==> src/rtl/riscv_ai_chip_top.sv <==
// Chip-level HBM-to-PCIe smoke path: per-channel word FIFOs drained round-robin into a rotating XOR signature.
// Latency: push-to-pop >= 1 cycle, signature-to-TX 1 cycle; backpressure via hbm_ready when a channel FIFO is full.

// Small circular FIFO with occupancy count and synchronous flush.
// Latency: a word written at edge N is visible on pop_dat after edge N.
// Backpressure: none internally; the caller gates push on count < DEPTH and pop on count != 0.
module hbm_fifo #(
    parameter int W     = 64,
    parameter int DEPTH = 4,
    parameter int PW    = $clog2(DEPTH),
    parameter int CNTW  = $clog2(DEPTH + 1)
) (
    input  logic            clk,
    input  logic            rst_n,
    input  logic            flush,
    input  logic            push,
    input  logic            pop,
    input  logic [W-1:0]    push_dat,
    output logic [W-1:0]    pop_dat,
    output logic [CNTW-1:0] count
);
    logic [W-1:0]    mem_q [DEPTH];
    logic [W-1:0]    mem_d [DEPTH];
    logic [PW-1:0]   wr_ptr_q, wr_ptr_d;
    logic [PW-1:0]   rd_ptr_q, rd_ptr_d;
    logic [CNTW-1:0] count_q, count_d;

    always_comb begin
        mem_d    = mem_q;
        wr_ptr_d = wr_ptr_q;
        rd_ptr_d = rd_ptr_q;
        count_d  = count_q;
        if (flush) begin
            wr_ptr_d = '0;
            rd_ptr_d = '0;
            count_d  = '0;
        end else begin
            if (push) begin
                mem_d[wr_ptr_q] = push_dat;
                wr_ptr_d        = wr_ptr_q + PW'(1);
            end
            if (pop) begin
                rd_ptr_d = rd_ptr_q + PW'(1);
            end
            case ({push, pop})
                2'b10:   count_d = count_q + CNTW'(1);
                2'b01:   count_d = count_q - CNTW'(1);
                default: count_d = count_q;
            endcase
        end
    end

    always_ff @(posedge clk or negedge rst_n) begin
        if (!rst_n) begin
            wr_ptr_q <= '0;
            rd_ptr_q <= '0;
            count_q  <= '0;
        end else begin
            wr_ptr_q <= wr_ptr_d;
            rd_ptr_q <= rd_ptr_d;
            count_q  <= count_d;
        end
    end

    // Storage needs no reset: the count alone defines which entries are live.
    always_ff @(posedge clk) begin
        mem_q <= mem_d;
    end

    assign pop_dat = mem_q[rd_ptr_q];
    assign count   = count_q;
endmodule

// Top-level shell: HBM channel ingest, round-robin drain, 32-bit signature, PCIe TX exposure.
// Latency: en loads 1 cycle after hbm_rst_n; pop >= 1 cycle after push; TX 1 cycle after csum.
// Backpressure: hbm_ready[c] drops when channel c holds 4 words or is disabled; no full-FIFO bypass.
module riscv_ai_chip_top #(
    parameter int HBM_CHANNELS   = 4,
    parameter int HBM_DATA_WIDTH = 64,
    parameter int PCIE_LANES     = 16
) (
    input  logic                                   clk,
    input  logic                                   rst_n,
    input  logic [HBM_CHANNELS-1:0]                hbm_clk,
    input  logic [HBM_CHANNELS-1:0]                hbm_rst_n,
    input  logic [HBM_CHANNELS*HBM_DATA_WIDTH-1:0] hbm_dq,
    input  logic [HBM_CHANNELS-1:0]                hbm_valid,
    output logic [HBM_CHANNELS-1:0]                hbm_ready,
    input  logic                                   pcie_clk,
    input  logic                                   pcie_rst_n,
    input  logic [PCIE_LANES-1:0]                  pcie_rx_p,
    input  logic [PCIE_LANES-1:0]                  pcie_rx_n,
    output logic [PCIE_LANES-1:0]                  pcie_tx_p,
    output logic [PCIE_LANES-1:0]                  pcie_tx_n
);
    localparam int W          = HBM_DATA_WIDTH;
    localparam int CW         = (HBM_CHANNELS > 1) ? $clog2(HBM_CHANNELS) : 1;
    localparam int FIFO_DEPTH = 4;
    localparam int CNTW       = $clog2(FIFO_DEPTH + 1);

    logic [HBM_CHANNELS-1:0] en_q, en_d;
    logic [CW-1:0]           rr_q, rr_d;
    logic [31:0]             csum_q, csum_d;
    logic [PCIE_LANES-1:0]   tx_p_q, tx_p_d;
    logic [PCIE_LANES-1:0]   tx_n_q, tx_n_d;

    logic [HBM_CHANNELS-1:0] push_vld, pop_vld, nonempty;
    logic [W-1:0]            fifo_dat [HBM_CHANNELS];
    logic [CNTW-1:0]         fifo_cnt [HBM_CHANNELS];
    logic                    sel_vld;
    logic [CW-1:0]           sel;
    logic [W-1:0]            pop_dat;
    logic [31:0]             fold;
    logic                    link;

    // Pin-compatibility clocks; the whole block runs on clk.
    logic unused_clks;
    assign unused_clks = ^{hbm_clk, pcie_clk};

    for (genvar c = 0; c < HBM_CHANNELS; c++) begin : g_ch
        assign push_vld[c]  = hbm_valid[c] & hbm_ready[c];
        assign pop_vld[c]   = sel_vld & (sel == CW'(c));
        assign hbm_ready[c] = en_q[c] & (fifo_cnt[c] < CNTW'(FIFO_DEPTH));
        assign nonempty[c]  = en_q[c] & (fifo_cnt[c] != '0);

        hbm_fifo #(
            .W     (W),
            .DEPTH (FIFO_DEPTH)
        ) u_fifo (
            .clk      (clk),
            .rst_n    (rst_n),
            .flush    (~en_q[c]),
            .push     (push_vld[c]),
            .pop      (pop_vld[c]),
            .push_dat (hbm_dq[c*W +: W]),
            .pop_dat  (fifo_dat[c]),
            .count    (fifo_cnt[c])
        );
    end

    // First occupied enabled channel at or after rr_q wins the single drain slot.
    always_comb begin
        int idx_i;
        logic [CW-1:0] idx;
        sel_vld = 1'b0;
        sel     = '0;
        idx_i   = 0;
        idx     = '0;
        for (int k = 0; k < HBM_CHANNELS; k++) begin
            idx_i = (int'(rr_q) + k) % HBM_CHANNELS;
            idx   = CW'(idx_i);
            if (!sel_vld && nonempty[idx]) begin
                sel_vld = 1'b1;
                sel     = idx;
            end
        end
    end

    always_comb begin
        pop_dat = fifo_dat[sel];
        fold    = '0;
        for (int s = 0; s < W / 32; s++) begin
            fold = fold ^ pop_dat[s*32 +: 32];
        end

        en_d   = hbm_rst_n;
        rr_d   = rr_q;
        csum_d = csum_q;
        if (sel_vld) begin
            rr_d   = (int'(sel) == HBM_CHANNELS - 1) ? '0 : sel + CW'(1);
            csum_d = {csum_q[30:0], csum_q[31]} ^ fold;
        end

        link   = &(pcie_rx_p ^ pcie_rx_n);
        tx_p_d = (pcie_rst_n & link) ? csum_q[PCIE_LANES-1:0] : '0;
        tx_n_d = pcie_rst_n ? ~tx_p_d : '0;
    end

    always_ff @(posedge clk or negedge rst_n) begin
        if (!rst_n) begin
            en_q   <= '0;
            rr_q   <= '0;
            csum_q <= '0;
            tx_p_q <= '0;
            tx_n_q <= '0;
        end else begin
            en_q   <= en_d;
            rr_q   <= rr_d;
            csum_q <= csum_d;
            tx_p_q <= tx_p_d;
            tx_n_q <= tx_n_d;
        end
    end

    assign pcie_tx_p = tx_p_q;
    assign pcie_tx_n = tx_n_q;
endmodule

==> config.mk <==
export PLATFORM = sky130hd
export DESIGN_NAME = riscv_ai_chip_top
export DESIGN_NICKNAME = d
export VERILOG_FILES = /design/src/rtl/riscv_ai_chip_top.sv
export SDC_FILE = /design/constraint.sdc
export NUM_CORES = 1
export LEC_CHECK = 0
export CORE_UTILIZATION = 30
export DETAILED_ROUTE_END_ITERATION = 8
export SYNTH_ARGS = -nofsm -noshare
export SYNTH_HDL_FRONTEND = slang
export SYNTH_HIERARCHICAL = 1
export SYNTH_SLANG_ARGS = --single-unit
==> constraint.sdc <==
create_clock -name clk -period 5.5 [get_ports clk]
set_input_delay 1.1 -clock clk [delete_from_list [all_inputs] [get_ports clk]]
set_output_delay 1.1 -clock clk [all_outputs]
set_load 0.01 [all_outputs]
After elaboration in Yosys (flattened, before gate mapping)
Index checks and enable logic that the tools add are counted.

Logic and storage cells: 218. Bits of input ports: 304. Bits in registers: 1122.

Bitwise gates (word level): 30. Mux-type cells: 70. Reductions and logical operators: 20. Equal/unequal tests: 24. Add/subtract/negate cells: 20. $lt $le $gt $ge: 21.

Operators with widths (count): $bwmux 256 (4); $mux 64 (14); $bmux 64 s2 (5); $demux 64 s2 (4); $xor 32x32->32 (2); $mux 2 (21); $mux 16 (2); $ge 3x3->1 const B (9); $not 2->3 (9); $pmux 3 s2 (4); $add 2x1->2 const B (10); $and 1x1->1 (17); $ne 2x1->1 const B (8); $not 16->16 (1); $reduce_and 16->1 (1); $xor 16x16->16 (1); $add 3x1->3 const B (4); $eq 2x1->1 const B (6); $eq 2x2->1 const B (6); $lt 2x3->1 const B (4); $lt 3x1->1 const B (4); $lt 3x3->1 const B (4); $mux 3 (4); $ne 3x1->1 const B (4); other kinds (9) (37).

Longest topological paths before layout
Gate-level depths: netlist (run 1).

Depth after elaboration: 20. Depth in mapped cells: 14. Mapped depth without buffers: 11.

By module
Netlist (run 1), hierarchy kept.

By module, submodules not included: hbm_fifo (cells an instance 375, instances 4, area each 9656.8 sq um, sequential area each 7862.5 sq um); riscv_ai_chip_top (cells an instance 465, instances 1, area each 5146.2 sq um, sequential area each 1751.7 sq um).

Worst setup path before layout (run 1)
No wires, ideal clock.

Kind: input-to-reg. Start: input hbm_valid[1]. End: register g_ch[1].u_fifo/mem_q[0] in the netlist's numbering, enable pin. Cell stages on the path: 4. Arrival: 3.093 ns. Setup time: 0.429 ns. Buffers on the path: 1. Path slack: 1.978 ns. Data required time: 5.071 ns. Path through: and2_1 > buf_2 > nor2b_1 > and2_1.

Cells in the longest elaborated chain, start to end: 2.

Ends and longest elaborated chain: start, declared (RTL line 87) `input logic [HBM_CHANNELS-1:0] hbm_valid,`; $and 1x1->1 (RTL line 121) `assign push_vld[c] = hbm_valid[c] & hbm_ready[c];`; $reduce_and 2->1 (no source line); end signal, assigned (RTL line 67) `mem_q <= mem_d;`; end, declared (RTL line 22) `logic [W-1:0] mem_q [DEPTH];`.

Every way passes these cells. A chain may end at the register's enable or synchronous reset.

Worst setup path in the final report (run 1)
Start: register g_ch[0].u_fifo.count_q[0]. End: register g_ch[0].u_fifo.count_q[2].

Cells in the longest elaborated chain, start to end: 19. Elaborated cells between the ends (all ways): 36. Those cells by class: add/sub: 2; order compare: 1; eq/ne: 3; mux: 18; bitwise: 4; reduce/logical: 8.

Ends and longest elaborated chain: start, declared (RTL line 26) `logic [CNTW-1:0] count_q, count_d;`; start signal, assigned (RTL line 61) `count_q <= count_d;`; $reduce_bool 3->1 * (RTL line 124) `assign nonempty[c] = en_q[c] & (fifo_cnt[c] != '0);`; $and 1x1->1 * (RTL line 124); $bmux 1 s2 (RTL line 152) `if (!sel_vld && nonempty[idx]) begin`; $mux 1 (implied by the code) (RTL line 152); $mux 1 (RTL line 152); $logic_not 1->1 (RTL line 152); $logic_and 1x1->1 (RTL line 152); $mux 1 (RTL line 152); [4 not listed]; $logic_and 1x1->1 (RTL line 152); $mux 2 (RTL line 152); $logic_not 2->1 (RTL line 122) `assign pop_vld[c] = sel_vld & (sel == CW'(c));`; $and 1x1->1 * (RTL line 122); net pop_vld[0] (RTL line 107) `logic [HBM_CHANNELS-1:0] push_vld, pop_vld, nonempty;`; $eq 2x1->1 / $eq 2x2->1 (equally long branches) (RTL line 45) `case ({push, pop})`; $pmux 3 s2 (RTL line 45); $mux 3 (RTL line 33) `if (flush) begin`.

The timed path passes the listed nets; every way through them passes the cells marked *. The select of a mux whose other input is x is not followed.

==> results by group, run 1 <==
Routing
  • Starting DRT DRC Count: 1513
  • Via density: 4.668
  • WL per Instance: 25.24 µm
  • Via count: 20526
  • TritonRoute pass-1 iters: 5
  • Post-route DRC: 0
  • Post-route ant nets: 0
  • Total Wirelength: 111000 µm

CTS
  • CTS Hold Bufs: 0
  • Clk_lat worst skew: 0.75 ns
  • Clock sinks: 1122
  • Cts bufs inserted: 118
  • Post-cts resize count: 0
  • H-tree depth: 3
  • TritonCTS clock tree: done
  • Postcts setup bufs: 0
  • CTS Buffer Depth: 3
  • Clk pin slew, worst setup/hold paths: 0.06 ns
  • Clock root cell: clkbuf_16

Floorplanning
  • Die W: 384.0 µm
  • Die H: 384.0 µm
  • Initial Utilization: 30.36%
  • Area of the die: 147400 µm²
  • Core area: 144200 µm²
  • # IOs: 340
  • Rows: 139

STA
  • Sum of negative setup slack: 0 ns
  • Fmax achieved: 263.9 MHz
  • Max Clock Skew: 0.05775 ns
  • Share of the clock period used by the worst path: 68.89%
  • Final setup fails: 0
  • RSZ-0062 raised after global routing: false
  • Final slew viol count: 0
  • Min Tclk post-route: 3.789 ns
  • Slew Limit Headroom: 25.82%
  • Final Hold Viols: 0
  • Worst Max-Slew Pin Slew: 1.113 ns

Synthesis
  • Seq/Total Area, Yosys: 75.85%
  • Mapped Cells: 1965
  • Synth area leader: edfxtp_1
  • Synth Area in Simple Gates: 1.998%
  • Synth top area share: 70.25%
  • Largest family of logic cells by synthesized area: multiplexers
  • Synthesis Warnings: 6
  • Largest cells by area after synthesis: edfxtp_1 70%, mux4_2 14%, dfrtp_1 5.6%
  • Cell variety after synth: 37
  • Adder-Cell Fraction of Synth Area: 0.7546%
  • Syn_nets: 2293
  • Syn Area/Cell: 22.28 µm²
  • Synth Area in Compound Gates: 0.6203%
  • Synthesis-stage register bit count: 1122
  • Post-Synth XOR/XNOR Area: 2.421%
  • Synthesized area: 43770 µm²
  • Mux share of post-synthesis cell area: 16.86%

Global routing
  • Remaining Overflow, GRT: 0
  • Vias in the first global route: 21863
  • Initial antenna violation count: 53
  • Largest net degree at the start of global routing: 60
  • Total GRT Usage: 15.06%
  • First-pass GRT wire length: 156700 µm

Power and ir drop
  • PwrDens: 445.9 nW/µm²
  • Total power: 23.86 mW
  • Cell Int Power: 17.18 mW
  • Psw: 6.680 mW
  • Combinational Power Share: 23.2%
  • Clk pwr share: 34.0%
  • Reg power frac: 42.7%
  • Pleak: 17.54 nW
  • Sw Share: 28.00%
  • Max IR drop VDD: 0.2921 mV

Placed design
  • Dpl hpwl: 75770 µm
  • Gpl congestion: 0.7698
  • IO buf count: 334

Layout
  • Reg area: 33230 µm²
  • Nets@finish: 2710
  • Filler instances: 12948
  • Multi-input gate area: 9980 µm²
  • Share of cells above drive strength 1: 22.05%
  • P&R area growth vs syn: 22.22%

Worst setup path
  • Slack of the worst reg-to-reg path: 1.71 ns
  • CP max stage delay: 0.51 ns
  • Critical Path Fanout Max: 23
  • R2R cell count: 11
  • CP Launch Type: register
  • WP data required: 6.11 ns
  • Crit-path slowest cell: clkinv_2
  • CP cell instances: o31ai_1 > nor2_1 > nor4_4 > clkinv_2 > ha_1 > nor2b_1 > nor2b_1 > fa_1 > nor3b_1 > o21ai_0 > nor3b_1
  • Worst Setup Path Type: register to register
  • RR Endpoint: g_ch[0].u_fifo/count[2]$_DFFE_PN0P_
  • Crit end category: register
  • Worst path arrival time: 4.40 ns
  • RR Startpoint: g_ch[0].u_fifo/count[0]$_DFFE_PN0P_

Run
  • Number of max-cap violations: 0

Status
  • Status: finished, final reports clean

Min path
  • Hold WC Path Type: input pin to asynchronous set/reset pin
## routing by layer
metal	track usage (%)	up-vias	share of wire [%]
li1	-	8900	-
met1	17.45	10804	38
met2	26.49	548	52
met3	4.258	226	6.8
met4	5.268	48	3.0
met5	0	-	0.27
## flip-flops by register name, summed over array words and instances (netlist names), 4 cells and up
name and flops:
csum_q 32, en_q 4, g_ch.u_fifo/count 12, g_ch.u_fifo/mem_q 1024, g_ch.u_fifo/rd_ptr_q 8, g_ch.u_fifo/wr_ptr_q 8, pcie_tx_n 16, pcie_tx_p 16
## cells in the final DEF (no fill, tap or decap), types with 24 or more instances in the layout
master,count
dfrtp_1,90
clkbuf_1,26
clkbuf_16,122
xnor2_1,48
nor2b_1,29
buf_4,46
clkinv_2,24
nand2_1,40
edfxtp_1,1024
o21ai_1,32
mux2i_1,104
nor2_1,29
mux4_2,281
clkdlybuf4s50_1,333
xor2_1,73
## worst max path at each step
stage	from	to	slack [ns]	depth (start not counted)
2_1_floorplan	hbm_valid[1]	g_ch[1].u_fifo/mem_q[0]$_DFFE_PP_	1.98	4
3_3_place_gp	g_ch[2].u_fifo/count[1]$_DFFE_PN0P_	g_ch[2].u_fifo/count[2]$_DFFE_PN0P_	1.75	11
3_5_place_dp	hbm_valid[1]	g_ch[1].u_fifo/mem_q[53]$_DFFE_PP_	1.69	5
4_1_cts	g_ch[0].u_fifo/count[0]$_DFFE_PN0P_	g_ch[2].u_fifo/count[2]$_DFFE_PN0P_	1.69	11
5_1_grt	g_ch[0].u_fifo/count[1]$_DFFE_PN0P_	g_ch[2].u_fifo/count[2]$_DFFE_PN0P_	1.37	11
6_report	g_ch[0].u_fifo/count[0]$_DFFE_PN0P_	g_ch[0].u_fifo/count[2]$_DFFE_PN0P_	1.71	11
## metrics by stage
stage          setup WS, ns  cell area (µm²)  hold slack [ns]  instances  util, %
2_1_floorplan         1.978            43770           0.4752       1965        -
3_3_place_gp          1.748            49470           0.4947       4165    34.31
3_5_place_dp          1.690            49470           0.4956       4165    34.31
4_1_cts               1.692            53480           0.4193       4388    37.09
5_1_grt               1.370            53490           0.4995       4391    37.10
6_report              1.711            53500           0.4468       4397    37.11
## cell usage after synthesis (all sizes together)
master	number
a21oi	2
a221o	1
and2	36
and3b	4
buf	72
clkbuf	17
dfrtp	98
edfxtp	1024
fa	4
ha	20
inv	15
mux2	1
mux2i	104
mux4	281
nand2	40
nand4	3
nor2	29
nor2b	29
nor3	7
nor3b	9
nor4	3
o21ai	36
o311ai	1
o31a	2
o31ai	3
o32ai	1
or2	1
or4	1
xnor2	48
xor2	73
## cell families (layout without fill, tap and decap cells)
family,count (synthesis),count (layout)
compound gates,46,46
xor+xnor,121,121
fa+ha+maj,24,24
buf+inv,104,624
flops,1122,1122
mux,386,386
other cells,0,9
simple gates,162,162
## power groups by stage
stage          registers [mW]  clock network [mW]  logic (mW)
2_1_floorplan            10.0                   0        4.12
3_3_place_gp             10.4                   0        5.64
3_5_place_dp             10.4                   0        5.74
4_1_cts                  10.2                8.34        5.76
5_1_grt                  10.3                8.64        6.00
6_report                 10.2                8.12        5.54
## worst max-delay path, delay by kind of cell, from the launching register on
family	cells	cell delay [ns]
AND/OR/NAND/NOR	6	1.34
buffers and inverters	1	0.51
flip-flops	1	0.44
AO/OA/AOI/OAI	2	0.56
adder cells (fa/ha/maj)	2	0.80
## final cells by class
cell class | count | share of cell area, %
Antenna cell | 9 | 0.04210
Clock buffer | 153 | 6.017
Clock inverter | 70 | 1.480
Inverter | 15 | 0.1076
Multi-Input combinational cell | 739 | 18.65
Sequential cell | 1122 | 62.11
Tap cell | 1903 | 4.451
Timing Repair Buffer | 386 | 7.138
Note: power is estimated with default switching activity, not from simulation.
==> inputs of run 2 (changes only) <==
Clock period 5.5 ns to 3.59 ns, I/O delays scaled along.
==> run 2 against run 1 <==
Net effect:
- via count down 0.34%
- global-route usage down 0.17 points
- sequential power up 52%
- largest power group unchanged
- power up 51%
- flip-flop and latch count unchanged
- design area up 0.82%
- hold slack worse by 0.32 ns
==> results by group, run 2 (synthesized netlist as in run 1, its figures left out) <==
CTS
  • CTS Buffer Depth: 3 (unchanged)
  • H-tree depth: 3 (unchanged)
  • Clk pin slew, worst setup/hold paths: 0.06 ns (about the same)
  • Clock root cell: clkbuf_16
  • CTS Hold Bufs: 0 (unchanged)
  • Post-cts resize count: 0 (unchanged)
  • Postcts setup bufs: 0 (unchanged)
  • Clock sinks: 1122 (unchanged)
  • Clk_lat worst skew: 0.73 ns (-0.02 ns)
  • TritonCTS clock tree: done
  • Cts bufs inserted: 115 (-2.5%)

Layout
  • Multi-input gate area: 9980 µm² (unchanged)
  • Final instance area: 53940 µm² (+0.82%)
  • Filler instances: 12941 (-0.054%)
  • Share of cells above drive strength 1: 22.95% (+0.89 points)
  • Largest register FFs: 1024 (unchanged)
  • Final core utilization: 37.41% (+0.30 points)
  • Commonest cells after routing, fill and taps aside: 1024 x edfxtp_1, 333 x clkdlybuf4s50_1, 281 x mux4_2, 117 x clkbuf_16, 104 x mux2i_1
  • Nets@finish: 2751 (+1.5%)
  • Biggest register: g_ch.u_fifo/mem_q
  • Reg area: 33230 µm² (unchanged)
  • Commonest non-fill, non-tap cell in the layout: edfxtp_1
  • Largest regs: g_ch.u_fifo/mem_q x1024, csum_q x32
  • P&R area growth vs syn: 23.22%

STA
  • Share of the clock period used by the worst path: 92.33% (+23 points)
  • Final slew viol count: 0 (unchanged)
  • Worst Max-Slew Pin Slew: 0.9556 ns (-0.1570 ns)
  • Final Hold Viols: 0 (unchanged)
  • Sum of negative setup slack: 0 ns (unchanged)
  • Min Tclk post-route: 3.315 ns (-0.4744 ns)
  • Slew Limit Headroom: 36.29% (+10 points)
  • Fmax achieved: 301.7 MHz (+14%)
  • Max Clock Skew: 0.04371 ns (-0.01405 ns)
  • Final setup fails: 0 (unchanged)
  • RSZ-0062 raised after global routing: false

Run
  • Number of max-cap violations: 0 (unchanged)

Worst setup path
  • Critical path depth: 10 (-1)
  • CP max stage delay: 0.52 ns (about the same)
  • Top delay family on crit path: compound AO/OA/AOI/OAI gates
  • CP cell instances: o311ai_1 > nand2_1 > a221o_4 > inv_1 > ha_1 > nor2b_1 > nor2b_1 > fa_1 > mux2i_1 > nor2_1
  • R2R cell count: 10 (-1)
  • CP Buf/Inv Count: 1 (unchanged)
  • Crit path top cell by count: nor2b_1
  • RR Endpoint: g_ch[2].u_fifo/count[1]$_DFFE_PN0P_
  • Crit path from: g_ch[0].u_fifo/count[0]$_DFFE_PN0P_
  • WP data required: 4.20 ns (-1.91 ns)
  • End of the critical path: g_ch[2].u_fifo/count[1]$_DFFE_PN0P_
  • RR Startpoint: g_ch[0].u_fifo/count[0]$_DFFE_PN0P_
  • Slack of the worst reg-to-reg path: 0.28 ns (-1.44 ns)
  • Worst path arrival time: 3.92 ns (-0.48 ns)
  • CP Launch Type: register
  • Crit-path slowest cell: a221o_4
  • Crit end category: register
  • Critical Path Fanout Max: 10 (-57%)
  • Worst Setup Path Type: register to register

Routing
  • WL per Instance: 24.88 µm (-1.4%)
  • Via density: 4.620 (-1.0%)
  • Via count: 20456 (-0.34%)
  • Post-route ant nets: 0 (unchanged)
  • Starting DRT DRC Count: 1444 (-4.6%)
  • Post-route DRC: 0 (unchanged)
  • Total Wirelength: 110200 µm (-0.73%)
  • TritonRoute pass-1 iters: 5 (unchanged)

Placed design
  • Gpl congestion: 0.7938 (+3.1%)
  • Dpl hpwl: 78170 µm (+3.2%)
  • Area after DPL: 50150 µm² (+1.4%)
  • IO buf count: 334 (unchanged)

Power and ir drop
  • Pleak: 17.72 nW (+1.0%)
  • Clk pwr share: 32.8% (-1.2 points)
  • Psw: 9.980 mW (+49%)
  • Combinational Power Share: 24.4% (+1.2 points)
  • Cell Int Power: 26.14 mW (+52%)
  • Sw Share: 27.63% (-0.37 points)
  • PwrDens: 669.6 nW/µm² (+50%)
  • Reg power frac: 42.8% (about the same)
  • Max IR drop VDD: 0.4993 mV (+71%)

Floorplanning
  • Area of the die: 147400 µm² (unchanged)
  • # IOs: 340 (unchanged)
  • Die H: 384.0 µm (unchanged)
  • Initial Utilization: 30.36% (unchanged)
  • Rows: 139 (unchanged)
  • Die W: 384.0 µm (unchanged)
  • Core area: 144200 µm² (unchanged)

Global routing
  • Total GRT Usage: 14.89% (-0.17 points)
  • Largest net degree at the start of global routing: 69 (+15%)
  • Vias in the first global route: 21666 (-0.90%)
  • First-pass GRT wire length: 155300 µm (-0.89%)
  • Remaining Overflow, GRT: 0 (unchanged)
  • Initial antenna violation count: 59 (+11%)

Min path
  • Hold WC Path Type: input pin to asynchronous set/reset pin

Status
  • Status: finished, final reports clean
## run 2: changes by cell type in the layout (fill, tap and decap cells not counted), moves of 3 or more
cell / change
buf_12: +28
clkbuf_8: -3
clkbuf_1: -10
diode_2: -3
clkbuf_16: -5
clkinv_1: +14
buf_4: +16
## run 2: worst register-to-register path: stages, from the launching register on
cell	delay (ns)
dfrtp_1	0.44
o311ai_1	0.47
nand2_1	0.14
a221o_4	0.52
inv_1	0.13
ha_1	0.15
nor2b_1	0.44
nor2b_1	0.25
fa_1	0.44
mux2i_1	0.16
nor2_1	0.06
## run 2: power groups by stage
stage                     logic (mW)  registers (mW)  clock network, mW
after floorplan                 6.31            15.4                  0
after global placement          8.90            15.7                  0
after detailed placement        9.06            15.7                  0
after CTS                       9.10            15.5               12.2
after global routing            9.51            15.5               12.7
final                           8.80            15.5               11.9
## run 2: metal layers
layer	vias to the layer above	share of wire, %	track usage [%]	wire length, µm
met3	195	6.7	4.707	7361
met5	-	0.30	0	327
met1	10691	38	16.94	42020
li1	8979	-	-	-
met2	537	53	26.90	58370
met4	54	1.9	3.608	2068
## run 2: cell type report
| type | count | share of cell area [%] |
|---|---|---|
| sequential | 1122 | 61.61 |
| multi-input combinational | 739 | 18.50 |
| timing repair buffer | 430 | 8.342 |
| clock buffer | 135 | 5.591 |
| tap | 1903 | 4.414 |
| clock inverter | 78 | 1.408 |
| inverter | 15 | 0.1067 |
| antenna | 6 | 0.02784 |
## run 2: through the flow
step / setup WS, ns / total power [mW] / hold slack (ns) / cells
6_report: 0.2753 / 36.12 / 0.1228 / 4428
5_1_grt: 0.05403 / 37.74 / 0.1404 / 4425
4_1_cts: 0.2382 / 36.79 / 0.09993 / 4422
3_5_place_dp: 0.2555 / 24.81 / 0.4981 / 4209
3_3_place_gp: 0.2677 / 24.61 / 0.4882 / 4209
2_1_floorplan: 0.4412 / 21.69 / 0.4224 / 1965
## run 2: worst min-delay path by stage
stage / start / end
floorplan: rst_n / csum_q[0]$_DFFE_PN0P_
global placement: csum_q[21]$_DFFE_PN0P_ / csum_q[21]$_DFFE_PN0P_
detailed placement: csum_q[28]$_DFFE_PN0P_ / csum_q[28]$_DFFE_PN0P_
CTS: rst_n / en_q[2]$_DFF_PN0_
global route: rst_n / pcie_tx_p[9]$_DFF_PN0_
finish: rst_n / pcie_tx_n[12]$_DFF_PN0_
